`src/rtl/hazard_ctrl.sv`:
```
// Pipeline sequencing controller: RAW stall against a two-slot EX/MEM dest scoreboard,
// branch-resolution FSM for bne, and saturating stall/taken-branch counters.
module hazard_ctrl #(
   parameter int CNT_W = 16
) (
   input  logic             clk,
   input  logic             clear,
   input  logic [15:0]      id_inst,
   input  logic             mem_pc_src,
   output logic             pc_en,
   output logic             if_id_en,
   output logic             if_id_flush,
   output logic             id_ex_bubble,
   output logic [CNT_W-1:0] stall_cycles,
   output logic [CNT_W-1:0] branches_taken,
   output logic [1:0]       state
);

   // state  | meaning
   // RUN    | normal issue; RAW stalls and bne entry decided here
   // BR_EX  | bne in EX, fetch frozen, IF_ID loads NOP
   // BR_MEM | bne in MEM, mem_pc_src selects fall-through or target
   typedef enum logic [1:0] {
      RUN    = 2'd0,
      BR_EX  = 2'd1,
      BR_MEM = 2'd2
   } state_t;

   localparam logic [CNT_W-1:0] CNT_ONE = {{(CNT_W-1){1'b0}}, 1'b1};
   localparam logic [CNT_W-1:0] CNT_MAX = {CNT_W{1'b1}};

   state_t           state_q, state_d;
   logic             ex_v_q, ex_v_d, mem_v_q, mem_v_d;
   logic [3:0]       ex_dst_q, ex_dst_d, mem_dst_q, mem_dst_d;
   logic [CNT_W-1:0] stall_cnt_q, stall_cnt_d, br_cnt_q, br_cnt_d;

   logic [3:0] opcode, rs, rt, rd, wr_dst;
   logic       rd_rs, rd_rt, wr, is_bne, hazard, br_taken;

   always_comb begin
      opcode = id_inst[15:12];
      rs     = id_inst[11:8];
      rt     = id_inst[7:4];
      rd     = id_inst[3:0];
      rd_rs  = 1'b0;
      rd_rt  = 1'b0;
      wr     = 1'b0;
      wr_dst = rd;
      case (opcode)
         4'h0, 4'h1, 4'h2, 4'h6, 4'h7: begin
            rd_rs = 1'b1;
            rd_rt = 1'b1;
            wr    = 1'b1;
         end
         4'h8: begin
            rd_rs  = 1'b1;
            wr     = 1'b1;
            wr_dst = rt;
         end
         4'hA, 4'hE: begin
            rd_rs = 1'b1;
            rd_rt = 1'b1;
         end
         default: ;
      endcase
      is_bne = (opcode == 4'hE);
      // No forwarding, so any pending write in EX or MEM blocks the read.
      hazard = (rd_rs && ((ex_v_q && ex_dst_q == rs) || (mem_v_q && mem_dst_q == rs))) ||
               (rd_rt && ((ex_v_q && ex_dst_q == rt) || (mem_v_q && mem_dst_q == rt)));
   end

   always_comb begin
      pc_en        = 1'b0;
      if_id_en     = 1'b0;
      if_id_flush  = 1'b0;
      id_ex_bubble = 1'b1;
      br_taken     = 1'b0;
      state_d      = state_q;
      if (clear) begin
         case (state_q)
            RUN: begin
               if (!hazard) begin
                  if_id_en     = 1'b1;
                  id_ex_bubble = 1'b0;
                  if (is_bne) begin
                     if_id_flush = 1'b1;
                     state_d     = BR_EX;
                  end else begin
                     pc_en = 1'b1;
                  end
               end
            end
            BR_EX: begin
               if_id_en     = 1'b1;
               if_id_flush  = 1'b1;
               id_ex_bubble = 1'b0;
               state_d      = BR_MEM;
            end
            BR_MEM: begin
               pc_en        = 1'b1;
               if_id_en     = 1'b1;
               if_id_flush  = mem_pc_src;
               id_ex_bubble = 1'b0;
               br_taken     = mem_pc_src;
               state_d      = RUN;
            end
            default: state_d = RUN;
         endcase
      end
   end

   always_comb begin
      ex_v_d      = wr && !id_ex_bubble;
      ex_dst_d    = wr_dst;
      mem_v_d     = ex_v_q;
      mem_dst_d   = ex_dst_q;
      stall_cnt_d = (!pc_en && stall_cnt_q != CNT_MAX) ? stall_cnt_q + CNT_ONE : stall_cnt_q;
      br_cnt_d    = (br_taken && br_cnt_q != CNT_MAX) ? br_cnt_q + CNT_ONE : br_cnt_q;
   end

   always_ff @(posedge clk or negedge clear) begin
      if (!clear) begin
         state_q     <= RUN;
         ex_v_q      <= 1'b0;
         ex_dst_q    <= 4'h0;
         mem_v_q     <= 1'b0;
         mem_dst_q   <= 4'h0;
         stall_cnt_q <= '0;
         br_cnt_q    <= '0;
      end else begin
         state_q     <= state_d;
         ex_v_q      <= ex_v_d;
         ex_dst_q    <= ex_dst_d;
         mem_v_q     <= mem_v_d;
         mem_dst_q   <= mem_dst_d;
         stall_cnt_q <= stall_cnt_d;
         br_cnt_q    <= br_cnt_d;
      end
   end

   assign stall_cycles   = stall_cnt_q;
   assign branches_taken = br_cnt_q;
   assign state          = state_q;

endmodule

```
`config.mk`:
```
export PLATFORM = sky130hd
export DESIGN_NAME = hazard_ctrl
export DESIGN_NICKNAME = d
export VERILOG_FILES = /design/src/rtl/hazard_ctrl.sv
export SDC_FILE = /design/constraint.sdc
export NUM_CORES = 1
export LEC_CHECK = 0
export CAP_MARGIN = 0
export CORE_UTILIZATION = 53
export DETAILED_ROUTE_END_ITERATION = 10
export GPL_ROUTABILITY_DRIVEN = 0
export HOLD_SLACK_MARGIN = 0.15
export PLACE_DENSITY = 0.85
export SYNTH_ARGS = -nofsm -noshare
export SYNTH_HDL_FRONTEND = slang
export SYNTH_SLANG_ARGS = --single-unit
```
`constraint.sdc`:
```
create_clock -name clk -period 5.9 [get_ports clk]
set_clock_uncertainty 0.2 [all_clocks]
set_input_delay 1.18 -clock clk [delete_from_list [all_inputs] [get_ports clk]]
set_output_delay 1.18 -clock clk [all_outputs]
set_load 0.02 [all_outputs]
```
==> impl_metrics.toml, run 1 <==
[synthesis]
synth_area_per_cell_um2 = 11.07
synth-compound-area-share_pct = 6.730
synth_mux_area_share_pct = 2.839
synth-xor-area-share_pct = 16.46
syn-cell-area_mm2 = 0.002380
synth_fa_ha_area_share_pct = 3.680
synthSimpleGateAreaFrac_pct = 21.29
seq_area_frac_synth_pct = 46.27
ys_warn_count = 0
synth_top_family_by_area = "simple AND/OR/NAND/NOR gates"
yosys.cell_types.count = 43
ys_seq_elements = 44
synth_cells = 215
syn_nets = 241

[clocking]
hold_buffers = 0
cts-root-buf = "clkbuf_8"
postCtsSetupBuffers = 0
cts_resized = 0
clock-sinks = 44
clock_latency_ns = 0.30
clock_path_buffers = 2
numCtsBuffers = 5
cts_tree = "built"
cts_max_level = 2
clkTransAtPathRegs_ns = 0.09

[sta]
fmax_mhz = 192.0
whs_ns = 0.2370
timing.setup.tns_ns = 0
timing.final.crit_share_pct = 88.30
setup_viol = 0
slew-limit-headroom_pct = 58.95
final_hold_viol_count = 0
tightestPinTransition_ns = 0.6101
maxSlewViolCount = 0
grt_setup_unrepaired = "false"
min_period_ns = 5.210

[worst_hold_path]
hold_class = "reg -> reg"

[routing]
drtAntennaViolNets = 0
vias = 1810
drtPass1Iterations = 4
drc_errors = 0
dr.first_iter.drc_count = 82
detail_route.wl_per_cell_um = 14.85
routed_wl_um = 4901
viasPerCell = 5.485

[critical_path]
cp_data_arrival_time_ns = 3.83
slowest_delay_ns = 0.64
crit_top_cell = "clkdlybuf4s50_1"
crit_required_ns = 4.52
path_buf_inv = 2
crit_chain = "clkdlybuf4s50_1 > xnor2_1 > nand3_1 > o22ai_1 > a211oi_2 > nor4_1 > nand2_1 > o211ai_1 > clkdlybuf4s50_1"
start_kind = "primary input"
path_delay_family = "buffers and inverters"
worstPathMaxFanout = 4
critPathKind = "in -> out"
end_kind = "output port"
crit_path_top_delay_cell = "clkdlybuf4s50_1"

[layout]
num_antenna_cells = 0
stdcell_count = 330
fillers = 332
final_common_cell = "clkdlybuf4s50_1"
final_cell_mix = "55 x clkdlybuf4s50_1, 44 x dfrtp_1, 32 x xnor2_1"
final_cell_area_mm2 = 0.003104
layout-drive-gt1-share_pct = 11.87
multiInputGateArea_mm2 = 0.001214
regArea_mm2 = 0.001101
syn2layout_area_growth_pct = 30.44
nets = 303

[floorplan]
core_mm2 = 0.004324
initial_utilization_pct = 55.03
io_pins = 57
die_w_um = 69.01
rows = 24
dieArea_mm2 = 0.004762
die_h_um = 69.01

[pwr]
seqPwrFrac_pct = 38.8
p_comb_share_pct = 38.4
p_clk_share_pct = 22.8
ir_drop_mv = 0.2590
internal_power_w = 0.0006610
p_sw_share_pct = 36.12
netSwitchingPower_w = 0.0003738
leakage_nw = 1.354
power_density_mw_per_mm2 = 333.3

[grt]
grt_pass1_wl_um = 8328
grt_max_degree = 50
antenna_found_initial = 0
grtUsageTotal_pct = 22.04
grt_overflow = 0
grt_pass1_vias = 1782

[placed_design]
place_inst = 322
post_dp_cell_area_mm2 = 0.002988
hpwl_um = 3485
io_buffer_count = 56

[status]
status = "complete, no violations"

[flow_run]
drv_cap = 0
power by group through the flow:
stage	sequential, W	clock, W	combinational (W)
2_1_floorplan	0.000438	0	0.000207
3_3_place_gp	0.000404	0	0.000392
3_5_place_dp	0.000405	0	0.000398
4_1_cts	0.000401	0.000239	0.000403
5_1_grt	0.000409	0.000251	0.000433
6_report	0.000401	0.000236	0.000398
cell type report:
class	instances	share of cell area, %
inverters	10	1.209
clock buffers	5	2.217
flip-flops and latches	44	35.47
multi-input cells	158	39.10
well taps	52	2.096
clock inverters	3	1.532
repair buffers	58	18.38
Yosys cell counts (all sizes together):
master	instances	area share, %
inv	10	1.6
xor2	9	3.3
nor3b	1	0.32
o21a	1	0.32
a2111oi	1	0.37
and4	3	1.1
a2bb2oi	1	0.37
a21oi	3	0.63
and2	1	0.26
a21o	1	0.32
nor2b	2	0.53
or2	1	0.26
or3	1	0.26
nand4b	1	1.0
nor3	5	1.1
nand4	14	4.3
a222oi	1	0.42
nor2	7	1.1
and4b	1	0.47
o211a	1	0.42
xnor2	34	13
and3	11	2.9
o22ai	2	0.53
mux2	6	2.8
buf	3	1.2
nand3	11	3.2
a211oi	2	0.84
nor4	2	0.53
dfrtp	44	46
o211ai	2	0.63
ha	7	3.7
nor4b	1	1.0
nand2	19	3.0
o21ai	4	0.84
a221oi	1	0.63
o21ba	1	0.42
worst reg2reg max path: stages, from the launching register on:
cell,delay (ns)
dfrtp_1,0.46
ha_1,0.28
and3_1,0.16
and3_1,0.18
nand4_1,0.11
nand4_1,0.18
or3_1,0.51
nor2_1,0.15
xor2_1,0.17
flip-flops by register name (all words and copies together), names as in the netlist:
signal          cells
state               2
mem_dst_q           4
branches_taken     16
stall_cycles       16
mem_v_q             1
ex_dst_q            4
ex_v_q              1
routing by layer:
metal	global-route usage, %	routed length [um]
met2	35.81	2407
met4	9.977	119
met5	0	0
met1	28.05	2163
met3	4.971	210
final timing paths:
path                                    from                 end  slack, ns  depth (start not counted)
max                               id_inst[8]        id_ex_bubble       0.69                          9
min                                   ex_v_q             mem_v_q       0.24                          0
max reg2reg                branches_taken[0]   branches_taken[9]       3.42                          8
min reg2reg                           ex_v_q             mem_v_q       0.24                          0
max in group asynchronous              clear     stall_cycles[4]       4.28                          2
min in group asynchronous              clear  branches_taken[10]       0.82                          2
kinds of logic after synthesis:
logic type,count (synthesis)
and+or+nand+nor,81
DFF,44
xor gates and xnor gates,43
AOI/OAI and AO/OA,21
buffers and inverters,13
adders and majority gates,7
muxes,6
through the flow:
step	setup slack [ns]	utilization, %	total power, W
after detailed placement	0.6875	69.10	0.0008032
after floorplan	1.977	-	0.0006451
after global placement	0.8162	69.10	0.0007964
after CTS	0.6867	71.79	0.001043
after global routing	0.5132	71.79	0.001093
final	0.6904	71.79	0.001035
(Power assumes the default switching activity.)
==> inputs of run 2 (changes only) <==
PLACE_DENSITY = not set   (was 0.85)
PLACE_DENSITY_LB_ADDON = 0.12   (was not set)
==> impl_metrics.toml, run 2 (synthesis gave the netlist of run 1 again) <==
[sta]
timing.setup.tns_ns = 0
timing.final.crit_share_pct = 89.03
slew-limit-headroom_pct = 58.61
setup_viol = 0
fmax_mhz = 190.4
min_period_ns = 5.253
layout_setup_ws_ns = 0.6473
maxSlewViolCount = 0
grt_setup_unrepaired = "false"
final_hold_viol_count = 0
tightestPinTransition_ns = 0.6152

[clocking]
cts-root-buf = "clkbuf_8"
cts_max_level = 2
hold_buffers = 0
clock-sinks = 44
cts_resized = 0
postCtsSetupBuffers = 0
clock_latency_ns = 0.29
numCtsBuffers = 5
clkTransAtPathRegs_ns = 0.08
clock_path_buffers = 2
cts_tree = "built"

[layout]
final_cell_mix = "55 x clkdlybuf4s50_1, 44 x dfrtp_1, 32 x xnor2_1"
nets = 303
layout-drive-gt1-share_pct = 11.15
final_common_cell = "clkdlybuf4s50_1"
fillers = 343
final_cell_area_mm2 = 0.003078
num_antenna_cells = 0
syn2layout_area_growth_pct = 29.34
stdcell_count = 330

[floorplan]
die_h_um = 69.01
core_mm2 = 0.004324
initial_utilization_pct = 55.03
dieArea_mm2 = 0.004762
io_pins = 57
die_w_um = 69.01
rows = 24

[pwr]
p_sw_share_pct = 36.00
power_density_mw_per_mm2 = 319.7
netSwitchingPower_w = 0.0003542
p_comb_share_pct = 40.4
seqPwrFrac_pct = 40.6
internal_power_w = 0.0006297
p_clk_share_pct = 19.1
ir_drop_mv = 0.2915
power.total_w = 0.0009839
leakage_nw = 1.341

[placed_design]
place_inst = 322
post_dp_cell_area_mm2 = 0.002988
io_buffer_count = 56
hpwl_um = 3499
preCtsSetupSlack_ns = 0.7463

[critical_path]
crit_chain = "clkdlybuf4s50_1 > xnor2_1 > nand3_1 > o22ai_1 > a211oi_2 > nor4_1 > nand2_1 > o211ai_1 > clkdlybuf4s50_1"
crit_path_top_delay_cell = "clkdlybuf4s50_1"
end_kind = "output port"
slowest_delay_ns = 0.63
crit_required_ns = 4.52
worstPathMaxFanout = 4
path_delay_family = "buffers and inverters"
cp_data_arrival_time_ns = 3.87
critPathKind = "in -> out"
start_kind = "primary input"
crit_top_cell = "clkdlybuf4s50_1"
path_buf_inv = 2

[grt]
grtUsageTotal_pct = 20.76
grt_max_degree = 30
grt_pass1_wl_um = 7921
grt_pass1_vias = 1735
grt_overflow = 0
antenna_found_initial = 0

[routing]
detail_route.wl_per_cell_um = 14.10
drtPass1Iterations = 4
drtAntennaViolNets = 0
viasPerCell = 5.448
routed_wl_um = 4652
drc_errors = 0
vias = 1798
dr.first_iter.drc_count = 70

[flow_run]
drv_cap = 0

[worst_hold_path]
hold_class = "reg -> reg"

[status]
status = "complete, no violations"
==> run 2: final timing paths <==
path / start / to / slack (ns) / cells after the start
min in group asynchronous: clear / ex_v_q / 0.69 / 1
setup / recovery: id_inst[8] / id_ex_bubble / 0.65 / 9
max in group asynchronous: clear / stall_cycles[2] / 4.09 / 2
hold reg to reg: ex_v_q / mem_v_q / 0.22 / 0
hold / removal: ex_v_q / mem_v_q / 0.22 / 0
setup reg to reg: stall_cycles[0] / stall_cycles[1] / 3.43 / 8
==> run 2: per-stage QoR <==
step	util, %	hold WS (ns)
3_3_place_gp	69.10	0.1972
4_1_cts	71.18	0.2137
2_1_floorplan	-	0.1735
5_1_grt	71.18	0.2332
3_5_place_dp	69.10	0.1955
6_report	71.18	0.2196
==> run 2: power groups by stage <==
stage / clock network, W / registers, W / logic (W)
2_1_floorplan: 0 / 0.000438 / 0.000207
5_1_grt: 0.000209 / 0.000407 / 0.000431
6_report: 0.000187 / 0.000399 / 0.000397
3_5_place_dp: 0 / 0.000405 / 0.000399
4_1_cts: 0.000194 / 0.000400 / 0.000401
3_3_place_gp: 0 / 0.000404 / 0.000394
==> run 2: area by class of cell <==
class,count,area (um2),share of cell area [%]
multi-input combinational,158,1214,39.43
tap,52,65.06,2.114
clock buffer,8,90.09,2.927
timing repair buffer,58,570.5,18.54
sequential,44,1101,35.77
inverter,10,37.54,1.220
==> run 2: routing by layer <==
metal / vias up / track usage, % / share of wire, %
li1: 885 / - / -
met1: 861 / 27.30 / 47
met2: 46 / 33.55 / 47
met3: 6 / 5.994 / 5.5
met4: 0 / 5.669 / 1.1
met5: - / 0 / 0
